==> config.mk <==
export PLATFORM = sky130hd
export DESIGN_NAME = led_pwm_pio
export DESIGN_NICKNAME = d
export VERILOG_FILES = /design/src/rtl/led_pwm_pkg.sv /design/src/rtl/led_pwm_channel.sv /design/src/rtl/led_pwm_pio.sv
export SDC_FILE = /design/constraint.sdc
export NUM_CORES = 1
export LEC_CHECK = 0
export CORE_AREA = 2 2 127 129
export DETAILED_ROUTE_END_ITERATION = 7
export DIE_AREA = 0 0 129 131
export HOLD_SLACK_MARGIN = 0.03
export PLACE_DENSITY = 0.82
export SYNTH_ARGS = -nofsm -noshare
export SYNTH_HDL_FRONTEND = slang
export SYNTH_HIERARCHICAL = 1
export SYNTH_SLANG_ARGS = --single-unit
==> constraint.sdc <==
create_clock -name clk -period 6.5 [get_ports clk]
set_input_delay 1.625 -clock clk [delete_from_list [all_inputs] [get_ports clk]]
set_output_delay 1.625 -clock clk [all_outputs]
set_load 0.02 [all_outputs]
==> src/rtl/led_pwm_pkg.sv <==
// Shared register offsets, parameter defaults and address decode for the LED PWM PIO.
package led_pwm_pkg;

    localparam int unsigned DEF_NUM_CH  = 8;
    localparam int unsigned DEF_PWM_W   = 8;
    localparam int unsigned DEF_PRESC_W = 16;
    localparam int unsigned DEF_ADDR_W  = 4;

    localparam int unsigned REG_DATA      = 0;
    localparam int unsigned REG_MODE      = 1;
    localparam int unsigned REG_PRESCALE  = 2;
    localparam int unsigned REG_PWM_CNT   = 3;
    localparam int unsigned REG_DUTY_BASE = 4;

    typedef enum logic [2:0] {
        SelNone,
        SelData,
        SelMode,
        SelPrescale,
        SelPwmCnt,
        SelDuty
    } reg_sel_e;

    function automatic reg_sel_e decode_addr(input int unsigned addr, input int unsigned num_ch);
        reg_sel_e sel;
        sel = SelNone;
        if (addr == REG_DATA) begin
            sel = SelData;
        end else if (addr == REG_MODE) begin
            sel = SelMode;
        end else if (addr == REG_PRESCALE) begin
            sel = SelPrescale;
        end else if (addr == REG_PWM_CNT) begin
            sel = SelPwmCnt;
        end else if (addr >= REG_DUTY_BASE && addr < REG_DUTY_BASE + num_ch) begin
            sel = SelDuty;
        end
        return sel;
    endfunction

endpackage

==> src/rtl/led_pwm_channel.sv <==
// One LED channel: duty compare, optional wrap-synchronised duty shadow, output flop.
// Shadow duty is enabled by defining LED_PWM_SYNC_UPDATE_EN.
module led_pwm_channel
    import led_pwm_pkg::*;
#(
    parameter int unsigned PWM_W = DEF_PWM_W
) (
    input  logic             clk,
    input  logic             reset,
    input  logic             mode,
    input  logic             data,
    input  logic [PWM_W-1:0] pwm_cnt,
    input  logic [PWM_W-1:0] duty,
    input  logic             load,
    output logic             led
);

    logic [PWM_W-1:0] duty_eff;
    logic             led_next;

`ifdef LED_PWM_SYNC_UPDATE_EN
    logic [PWM_W-1:0] duty_shadow;

    // Duty only changes at the period boundary so a period never mixes two duties.
    always_ff @(posedge clk or posedge reset) begin
        if (reset) begin
            duty_shadow <= '0;
        end else if (load) begin
            duty_shadow <= duty;
        end
    end

    assign duty_eff = duty_shadow;
`else
    logic load_unused;

    assign load_unused = load;
    assign duty_eff    = duty;
`endif

    assign led_next = mode ? (pwm_cnt < duty_eff) : data;

    always_ff @(posedge clk or posedge reset) begin
        if (reset) begin
            led <= 1'b0;
        end else begin
            led <= led_next;
        end
    end

endmodule

==> src/rtl/led_pwm_pio.sv <==
// Avalon-MM LED PIO with per-channel PWM; optional LED_PWM_SYNC_UPDATE_EN latches duties
// at each PWM period wrap.
module led_pwm_pio
    import led_pwm_pkg::*;
#(
    parameter int unsigned NUM_CH  = DEF_NUM_CH,
    parameter int unsigned PWM_W   = DEF_PWM_W,
    parameter int unsigned PRESC_W = DEF_PRESC_W,
    parameter int unsigned ADDR_W  = DEF_ADDR_W
) (
    input  logic              clk,
    input  logic              reset,
    input  logic [ADDR_W-1:0] avs_address,
    input  logic              avs_read,
    input  logic              avs_write,
    input  logic [31:0]       avs_writedata,
    output logic [31:0]       avs_readdata,
    output logic [NUM_CH-1:0] led_out,
    output logic              period_tick
);

    logic [NUM_CH-1:0]  data_reg;
    logic [NUM_CH-1:0]  mode_reg;
    logic [PRESC_W-1:0] prescale_reg;
    logic [PRESC_W-1:0] presc_cnt;
    logic [PWM_W-1:0]   pwm_cnt;
    logic [PWM_W-1:0]   duty_reg [NUM_CH];

    reg_sel_e           addr_sel;
    logic [ADDR_W-1:0]  duty_idx;
    logic [31:0]        rd_mux;
    logic               tick;
    logic               wrap;
    logic               wdata_unused;

    assign addr_sel     = decode_addr(32'(avs_address), NUM_CH);
    assign duty_idx     = avs_address - ADDR_W'(REG_DUTY_BASE);
    assign wdata_unused = ^avs_writedata;

    // Register file
    always_ff @(posedge clk or posedge reset) begin
        if (reset) begin
            data_reg     <= '0;
            mode_reg     <= '0;
            prescale_reg <= '0;
            for (int i = 0; i < NUM_CH; i++) begin
                duty_reg[i] <= '0;
            end
        end else if (avs_write) begin
            case (addr_sel)
                SelData:     data_reg     <= avs_writedata[NUM_CH-1:0];
                SelMode:     mode_reg     <= avs_writedata[NUM_CH-1:0];
                SelPrescale: prescale_reg <= avs_writedata[PRESC_W-1:0];
                SelDuty: begin
                    for (int i = 0; i < NUM_CH; i++) begin
                        if (duty_idx == ADDR_W'(i)) begin
                            duty_reg[i] <= avs_writedata[PWM_W-1:0];
                        end
                    end
                end
                default: ;
            endcase
        end
    end

    always_comb begin
        rd_mux = '0;
        case (addr_sel)
            SelData:     rd_mux = 32'(data_reg);
            SelMode:     rd_mux = 32'(mode_reg);
            SelPrescale: rd_mux = 32'(prescale_reg);
            SelPwmCnt:   rd_mux = 32'(pwm_cnt);
            SelDuty: begin
                for (int i = 0; i < NUM_CH; i++) begin
                    if (duty_idx == ADDR_W'(i)) begin
                        rd_mux = 32'(duty_reg[i]);
                    end
                end
            end
            default:     rd_mux = '0;
        endcase
    end

    // Sampling the current registers gives the pre-write value on a same-cycle read/write.
    always_ff @(posedge clk or posedge reset) begin
        if (reset) begin
            avs_readdata <= '0;
        end else begin
            avs_readdata <= avs_read ? rd_mux : '0;
        end
    end

    assign tick = (presc_cnt == prescale_reg);
    assign wrap = tick && (pwm_cnt == '1);

    always_ff @(posedge clk or posedge reset) begin
        if (reset) begin
            presc_cnt   <= '0;
            pwm_cnt     <= '0;
            period_tick <= 1'b0;
        end else begin
            if ((avs_write && addr_sel == SelPrescale) || tick) begin
                presc_cnt <= '0;
            end else begin
                presc_cnt <= presc_cnt + PRESC_W'(1);
            end
            if (tick) begin
                pwm_cnt <= pwm_cnt + PWM_W'(1);
            end
            period_tick <= wrap;
        end
    end

    for (genvar i = 0; i < NUM_CH; i++) begin : g_ch
        led_pwm_channel #(
            .PWM_W (PWM_W)
        ) u_ch (
            .clk     (clk),
            .reset   (reset),
            .mode    (mode_reg[i]),
            .data    (data_reg[i]),
            .pwm_cnt (pwm_cnt),
            .duty    (duty_reg[i]),
            .load    (wrap),
            .led     (led_out[i])
        );
    end

endmodule

======== Yosys cells after proc, flatten, opt, wreduce, memory -nomap -nowiden ========
Index checks and enable logic that the tools add are counted.
operators by class
  $add $sub $neg .......................... 3
  $mul .................................... 0
  divide/modulo/power cells ............... 0
  order comparisons ....................... 10
  eq/ne operators ......................... 17
  shifts and indexed selects .............. 0
  multiplexer cells ....................... 24
  bitwise operators ....................... 0
  reductions and logical operators ........ 17
operators with widths
  operator                                                                              count
  32-bit two-way mux                                                                    8
  32-bit case mux with 5 select lines                                                   1
  8-bit < comparator                                                                    8
  3-bit AND reduction                                                                   8
  16-bit by 1-bit adder with 16-bit output (second input constant)                      1
  16-bit equality test                                                                  1
  4-bit by 2-bit equality test with 1-bit output (second input constant)                4
  4-bit by 3-bit equality test with 1-bit output (second input constant)                4
  16-bit two-way mux                                                                    1
  3-bit two-way mux                                                                     5
  8-bit by 1-bit adder with 8-bit output (second input constant)                        1
  4-bit by 1-bit equality test with 1-bit output (second input constant)                2
  8-bit equality test (second input constant)                                           1
  4-bit zero test                                                                       2
  1-bit two-way mux                                                                     8
  8-bit two-way mux                                                                     1
  3-bit by 2-bit equality test with 1-bit output (second input constant)                2
  3-bit equality test (second input constant)                                           2
  2-bit AND reduction                                                                   3
  4-bit by 3-bit greater-or-equal comparator with 1-bit output (second input constant)  1
  4-bit < comparator (second input constant)                                            1
  4-bit by 3-bit subtractor with 4-bit output (second input constant)                   1
  3-bit by 1-bit equality test with 1-bit output (second input constant)                1
  1-bit logical AND                                                                     3
  1-bit logical OR                                                                      1
word-level totals
  flip-flop bits (word level) ............. 161
  bits in latches ......................... 0
  memory bits (writable) .................. 0
  ROM bits ................................ 0
  bits of input ports ..................... 40
  output and inout port bits .............. 41
  logic and storage cells ................. 94
  memories kept ........................... 0

======== Longest topological paths before layout ========
Gate-level depths: netlist of the first run.
  word-level depth ........................ 12
  depth in mapped cells ................... 9
  mapped depth without buffers ............ 7

======== Modules after synthesis ========
The synthesis of the first run kept the hierarchy.
by module, submodules not included
  module           instances  cells an instance  area each (sq um)  seq. area each (sq um)
  led_pwm_pio      1          528                6588.8             3428.3
  led_pwm_channel  8          27                 221.5              25.0

======== Least setup slack after synthesis of the first run ========
No wires, ideal clock.
  path kind ............................... input -> register
  start ................................... in avs_address[2]
  end ..................................... reg duty_reg[48] (netlist name)
  setup time .............................. 0.125 ns
  arrival ................................. 3.096 ns
  required time ........................... 6.375 ns
  setup slack ............................. 3.279 ns
  stages on the path ...................... 8
  buffers on the path ..................... 1
  cell sequence ........................... inv_1 > ha_1 > buf_4 > nand2_2 > nor2_2 > nand2_1 > nor3b_4 > mux2_2
on the way
  cells in the longest elaborated chain, start to end .. 9
  elaborated cells on any way between the ends .. 16
  those cells by class .................... add/sub: 1; order compare: 2; eq/ne: 5; mux: 5; reduce/logical: 3
RTL lines
  what                                                                                                RTL line           text
  start: declaration                                                                                  led_pwm_pio.sv:13  input logic [ADDR_W-1:0] avs_address,
  4-bit by 3-bit greater-or-equal comparator with 1-bit output or 4-bit < comparator (tied branches)  led_pwm_pkg.sv:35  end else if (addr >= REG_DUTY_BASE && addr < REG_DUTY_BASE + num_ch) begin
  1-bit logical AND                                                                                   led_pwm_pkg.sv:35
  3-bit two-way mux                                                                                   led_pwm_pkg.sv:35
  3-bit two-way mux                                                                                   led_pwm_pkg.sv:33  end else if (addr == REG_PWM_CNT) begin
  3-bit two-way mux                                                                                   led_pwm_pkg.sv:31  end else if (addr == REG_PRESCALE) begin
  3-bit two-way mux                                                                                   led_pwm_pkg.sv:29  end else if (addr == REG_MODE) begin
  3-bit two-way mux                                                                                   led_pwm_pkg.sv:27  if (addr == REG_DATA) begin
  3-bit equality test                                                                                 led_pwm_pio.sv:50  case (addr_sel)
  3-bit AND reduction (no source line) *                                                              n/a
  end signal: indexed assignment                                                                      led_pwm_pio.sv:57  duty_reg[i] <= avs_writedata[PWM_W-1:0];
  end: declaration                                                                                    led_pwm_pio.sv:27  logic [PWM_W-1:0] duty_reg [NUM_CH];
Mark *: on every way between the ends. The rest lies on a longest branch, timed or not.
A chain may end at the register's enable or synchronous reset.

======== Worst setup path after layout of the first run ========
  start ................................... in avs_address[2]
  end ..................................... reg duty_reg[50] (netlist name)
Same word-level chain as after synthesis.

==> results of run 1 <==
[metrics by stage]
stage / power, W / instances
finish: 0.003101 / 1011
global route: 0.003259 / 1011
CTS: 0.003104 / 1011
detailed placement: 0.002132 / 979
global placement: 0.002097 / 979
floorplan: 0.001868 / 759
[worst register-to-register path: stages (launching register included)]
cell and delay (ns):
dfrtp_1 0.44, xor2_1 0.19, nor4_1 0.31, nand4_1 0.56, nand2_1 0.65, nor2_1 0.11
[cells in the mapped netlist, types with 3 or more instances]
cell type and number:
nor3_1 3, nor4_1 4, clkbuf_1 13, nand2b_1 18
nand4_1 4, nor2_1 23, buf_2 11, o221ai_1 8
a21o_1 8, o22ai_1 8, a21boi_0 8, a221o_1 8
a21oi_1 8, a31oi_1 8, o21ai_0 32, mux2_2 113
nor2_2 5, o21a_1 8, xor2_1 30, o2111ai_1 8
nand2_1 32, or2_2 3, inv_1 87, xnor2_1 7
and2_1 8, nand3_1 9, buf_4 20, dfrtp_1 145
mux4_2 8, a2111oi_2 8, ha_1 62, o21ai_1 8
[cell families after synthesis]
| kind of cell | Yosys count | share of synthesized area (%) |
|---|---|---|
| xor gates and xnor gates | 37 | 3.876 |
| muxes | 121 | 17.37 |
| and+or+nand+nor | 123 | 8.231 |
| other | 1 | 0.04485 |
| DFF | 145 | 43.40 |
| adders and majority gates | 62 | 9.279 |
| AOI/OAI and AO/OA | 121 | 10.54 |
| buffers and inverters | 134 | 7.258 |
[layer usage]
metal  vias up  routed length [um]  track usage [%]
met4         0                 503            7.928
met3        37                1367            6.393
met1      2902                8415            32.62
li1       2650                   -                -
met5         -                   0                0
met2       230                9345            40.77
[power breakdown]
| part | internal (W) | switching [W] |
|---|---|---|
| sequential | 0.00109 | 0.000211 |
| combinational | 0.000439 | 0.000400 |
| clock | 0.000594 | 0.000370 |
| total | 0.00212 | 0.000981 |
[area by class of cell]
type                            instances  area share, %
Clock inverter                          9          1.121
Inverter                               87          3.494
Sequential cell                       145          38.24
Multi-Input combinational cell        480          44.07
Tap cell                              216          2.848
Clock buffer                           23          5.037
Timing Repair Buffer                   51          5.195
[cell usage in the layout (no fill, tap or decap), drive strengths merged, types with 10 or more instances in the layout]
master         count
dfrtp            145
mux2             113
inv               87
ha                62
clkdlybuf4s50     46
o21ai             40
nand2             34
xor2              30
nor2              28
clkbuf            23
nand2b            18
conb              16
nand3             10
[final timing paths]
check | endpoint | from | slack [ns] | cells after the start
hold / removal | avs_readdata[8] | prescale_reg[8] | 0.52 | 1
max in group asynchronous | duty_reg[52] | reset | 3.30 | 3
hold reg to reg | avs_readdata[8] | prescale_reg[8] | 0.52 | 1
setup reg to reg | presc_cnt[5] | presc_cnt[3] | 4.11 | 5
setup / recovery | duty_reg[50] | avs_address[2] | 2.60 | 8
min in group asynchronous | g_ch[5].u_ch/led | reset | 1.73 | 2
==> impl_metrics.py, run 1 <==
metrics = {
    "run_status": {
        "outcome": "finished, final reports clean",
    },
    "clock_network": {
        "clock_path_buffers": 2,
        "clkLatencyLatePin_ns": 0.42,
        "postCtsSetupBuffers": 0,
        "hold_buffers": 0,
        "cts.sinks": 145,
        "cts_tree": "yes",
        "root_buffer": "clkbuf_16",
        "clk_pin_slew_ns": 0.06,
        "ctsResizeCount": 0,
        "numCtsBuffers": 17,
        "cts_max_level": 4,
    },
    "placement": {
        "pre_cts_slack_ns": 2.196,
        "dpl_cell_area_um2": 8905,
        "hpwl_um": 13440,
        "numPortBuffers": 48,
        "gp_congestion": 0.8898,
    },
    "cells_and_area": {
        "nets": 884,
        "postLayoutCoreUtil_pct": 60.84,
        "register_area_um2": 3628,
        "largest_reg_flops": 64,
        "multi_input_area_um2": 4182,
        "nFillCells": 1222,
        "antenna_cells": 0,
        "final_area_um2": 9489,
        "drive_gt1_share_pct": 23.27,
        "area_growth_pct": 13.50,
    },
    "synthesis": {
        "synth.cell_area_um2": 8361,
        "ys_types": 46,
        "synth_cells": 744,
        "synth.top_cell.area_share_pct": 43.40,
        "ys.flop_type": "dfrtp_1",
        "ys_ff_latch": 145,
        "async_flop_share_pct": 100.0,
        "synth_edf_count": 0,
        "synth.avg_cell_area_um2": 11.24,
        "synth_top_cell_by_area": "dfrtp_1",
        "synth_area_leaders": "dfrtp_1 43%, mux2_2 15%, ha_1 9.3%",
        "yosysWarnings": 6,
        "yosysSeqAreaShare_pct": 43.40,
    },
    "worst_setup_path": {
        "required_ns": 6.80,
        "crit_chain": "clkdlybuf4s50_1 > inv_1 > ha_1 > nand2_2 > nor2_2 > nand2_1 > nor3b_4 > mux2_2",
        "crit_arrival_ns": 4.20,
        "crit_path_end_kind": "register",
        "critPathTopFamily": "simple AND/OR/NAND/NOR gates",
        "critPathLaunchType": "input pin",
        "cp_slowest_cell": "ha_1",
        "crit_type": "in -> reg",
        "critical-path-max-stage-delay_ns": 0.60,
        "worst-path-buf-inv": 2,
        "path_max_fanout": 10,
    },
    "floorplanning": {
        "io_pins": 81,
        "die_h_um": 131,
        "start_util_pct": 53.60,
        "die_area_um2": 16900,
        "die-width_um": 129,
        "rows": 46,
        "coreArea_um2": 15600,
    },
    "timing": {
        "period_needed_ns": 3.895,
        "setup-violations-final": 0,
        "slew_viol_final": 0,
        "min_period_over_period_pct": 59.92,
        "rsz0062_at_grt": "false",
        "tns_ns": 0,
        "worst_slew_pin_slew_ns": 0.9039,
        "fin_skew_ns": 0.005519,
        "fmax_mhz": 256.7,
        "hold_ws_ns": 0.5219,
        "relSlewSlack_pct": 39.74,
        "hold_viol": 0,
        "final.setup.worst_slack_ns": 2.605,
    },
    "global_route": {
        "overflow": 0,
        "grt_use_total_pct": 24.86,
        "grt_pass1_vias": 5805,
        "grt_pass1_wl_um": 31450,
        "antenna_found_initial": 0,
        "grt_max_degree": 102,
    },
    "drt": {
        "viasPerCell": 5.756,
        "drc": 0,
        "drt_wl_total_um": 19630,
        "dr.pass1.iters": 5,
        "drt-initial-drc-count": 505,
        "wl_per_cell_um": 19.42,
        "ant_nets": 0,
        "vias": 5819,
    },
    "power": {
        "powerDensity_nw_per_um2": 326.8,
        "ir_worst_vdd_v": 0.0001929,
        "power_leakage_nw": 4.353,
    },
    "job": {
        "max-cap-violations": 0,
    },
    "hold_path": {
        "hp-class": "reg -> reg",
    },
}
Power figures use the tool's default switching activity.
==> run 2: changes to the inputs <==
--- a/config.mk
+++ b/config.mk
@@ -5,9 +5,9 @@
 export SDC_FILE = /design/constraint.sdc
 export NUM_CORES = 1
 export LEC_CHECK = 0
-export CORE_AREA = 2 2 127 129
+export CORE_AREA = 2 2 130 132
 export DETAILED_ROUTE_END_ITERATION = 7
-export DIE_AREA = 0 0 129 131
+export DIE_AREA = 0 0 132 134
 export HOLD_SLACK_MARGIN = 0.03
 export PLACE_DENSITY = 0.82
 export SYNTH_ARGS = -nofsm -noshare
==> constraint.sdc (replaced) <==
create_clock -name clk -period 3.4 [get_ports clk]
set_input_delay 0.85 -clock clk [delete_from_list [all_inputs] [get_ports clk]]
set_output_delay 0.85 -clock clk [all_outputs]
set_load 0.02 [all_outputs]
==> run 2 against run 1 <==
Clock skew grew 0.0041 ns. Worst setup slack lost 2.0 ns. Critical path depth grew 1. Routed wire length grew 3.6%. Cell count grew 1.3%. Design area grew 1.2%. Via count grew 2.5%. Non-clock buffer count grew 9. Sequential cell count is the same.
==> impl_metrics.py, run 2 (synthesis results as in run 1) <==
metrics = {
    "timing": {
        "fin_skew_ns": 0.009596,
        "setup-violations-final": 0,
        "min_period_over_period_pct": 82.81,
        "fmax_mhz": 355.2,
        "worst_slew_pin_slew_ns": 0.7254,
        "slew_viol_final": 0,
        "relSlewSlack_pct": 51.64,
        "period_needed_ns": 2.816,
        "tns_ns": 0,
        "rsz0062_at_grt": "false",
        "hold_viol": 0,
    },
    "cells_and_area": {
        "multi_input_area_um2": 4182,
        "antenna_cells": 0,
        "area_growth_pct": 14.83,
        "final_common_cell": "dfrtp_1",
        "postLayoutCoreUtil_pct": 58.94,
        "register_area_um2": 3628,
        "final_area_um2": 9600,
        "nFillCells": 1308,
        "largest_reg_flops": 64,
        "drive_gt1_share_pct": 24.50,
        "final_cell_mix": "145 x dfrtp_1, 113 x mux2_2, 86 x inv_1, 62 x ha_1, 46 x clkdlybuf4s50_1",
        "nets": 893,
    },
    "global_route": {
        "overflow": 0,
        "antenna_found_initial": 0,
        "grt_pass1_wl_um": 33040,
        "grt_use_total_pct": 24.31,
        "grt_max_degree": 48,
        "grt_pass1_vias": 6189,
    },
    "placement": {
        "hpwl_um": 14370,
        "dpl_cell_area_um2": 9014,
        "gp_congestion": 0.8784,
        "numPortBuffers": 48,
    },
    "power": {
        "clockPowerShare_pct": 30.6,
        "swShare_pct": 31.95,
        "ir_worst_vdd_v": 0.0003799,
        "combPwrFrac_pct": 27.7,
        "switchingPower_w": 0.001901,
        "seqPwrFrac_pct": 41.7,
        "power_leakage_nw": 4.418,
        "powerDensity_nw_per_um2": 619.6,
        "power.internal_w": 0.004048,
    },
    "floorplanning": {
        "die_area_um2": 17690,
        "die-width_um": 132,
        "die_h_um": 134,
        "io_pins": 81,
        "coreArea_um2": 16290,
        "rows": 47,
        "start_util_pct": 51.32,
    },
    "drt": {
        "viasPerCell": 5.823,
        "vias": 5963,
        "wl_per_cell_um": 19.87,
        "dr.pass1.iters": 5,
        "drt-initial-drc-count": 500,
        "drt_wl_total_um": 20340,
        "drc": 0,
        "ant_nets": 0,
    },
    "clock_network": {
        "hold_buffers": 0,
        "numCtsBuffers": 17,
        "root_buffer": "clkbuf_16",
        "cts_tree": "yes",
        "clkLatencyLatePin_ns": 0.43,
        "cts_max_level": 4,
        "ctsResizeCount": 0,
        "clk_pin_slew_ns": 0.06,
        "clock_path_buffers": 2,
        "postCtsSetupBuffers": 0,
        "cts.sinks": 145,
    },
    "worst_setup_path": {
        "crit_path_end_kind": "register",
        "required_ns": 3.71,
        "path_max_fanout": 9,
        "crit_arrival_ns": 3.13,
        "critPathLaunchType": "input pin",
        "crit_type": "in -> reg",
    },
    "run_status": {
        "outcome": "finished, final reports clean",
    },
    "hold_path": {
        "hp-class": "reg -> reg",
    },
    "job": {
        "max-cap-violations": 0,
    },
}
run 2: layout make-up:
type                    instances  share of cell area [%]
flip-flops and latches        145                   37.79
multi-input cells             480                   43.56
clock inverters                 9                  0.8211
inverters                      87                   3.441
well taps                     220                   2.867
repair buffers                 60                   6.230
clock buffers                  23                   5.291
run 2: final timing paths:
check	to	startpoint	cells past startpoint	slack (ns)
setup / recovery	avs_readdata[3]	avs_address[2]	9	0.58
hold / removal	duty_reg[43]	duty_reg[43]	1	0.52
setup reg to reg	presc_cnt[10]	presc_cnt[3]	5	0.90
hold reg to reg	duty_reg[43]	duty_reg[43]	1	0.52
max in group asynchronous	avs_readdata[0]	reset	3	1.63
min in group asynchronous	g_ch[5].u_ch/led	reset	2	0.94
run 2: through the flow:
step	worst slack [ns]	instances	hold WS [ns]	power, W
final	0.5844	1024	0.5244	0.005949
after global routing	0.4820	1024	0.5526	0.006252
after CTS	0.6550	1024	0.5272	0.005962
after detailed placement	0.2366	992	0.5145	0.004111
after global placement	0.2798	992	0.5099	0.004019
after floorplan	0.8429	759	0.4888	0.003572
run 2: power groups by stage:
stage / registers [W] / clock network [W] / logic [W]
floorplan: 0.00242 / 0 / 0.00115
global placement: 0.00248 / 0 / 0.00154
detailed placement: 0.00250 / 0 / 0.00161
CTS: 0.00248 / 0.00184 / 0.00164
global route: 0.00253 / 0.00192 / 0.00181
finish: 0.00248 / 0.00182 / 0.00165
run 2: worst max-delay path: stages:
cell and delay, ns:
clkdlybuf4s50_1 0.51, inv_1 0.08, ha_1 0.31, buf_4 0.21
nand2_1 0.11, a211oi_4 0.38, o21ai_0 0.18, a221o_1 0.35
o21ai_0 0.14
run 2: routing by layer:
metal	global-route usage (%)	share of wire, %	vias to the layer above
met4	11.71	3.7	0
li1	-	-	2662
met5	0	0	-
met3	7.294	7.8	62
met2	39.99	48	255
met1	29.37	40	2984
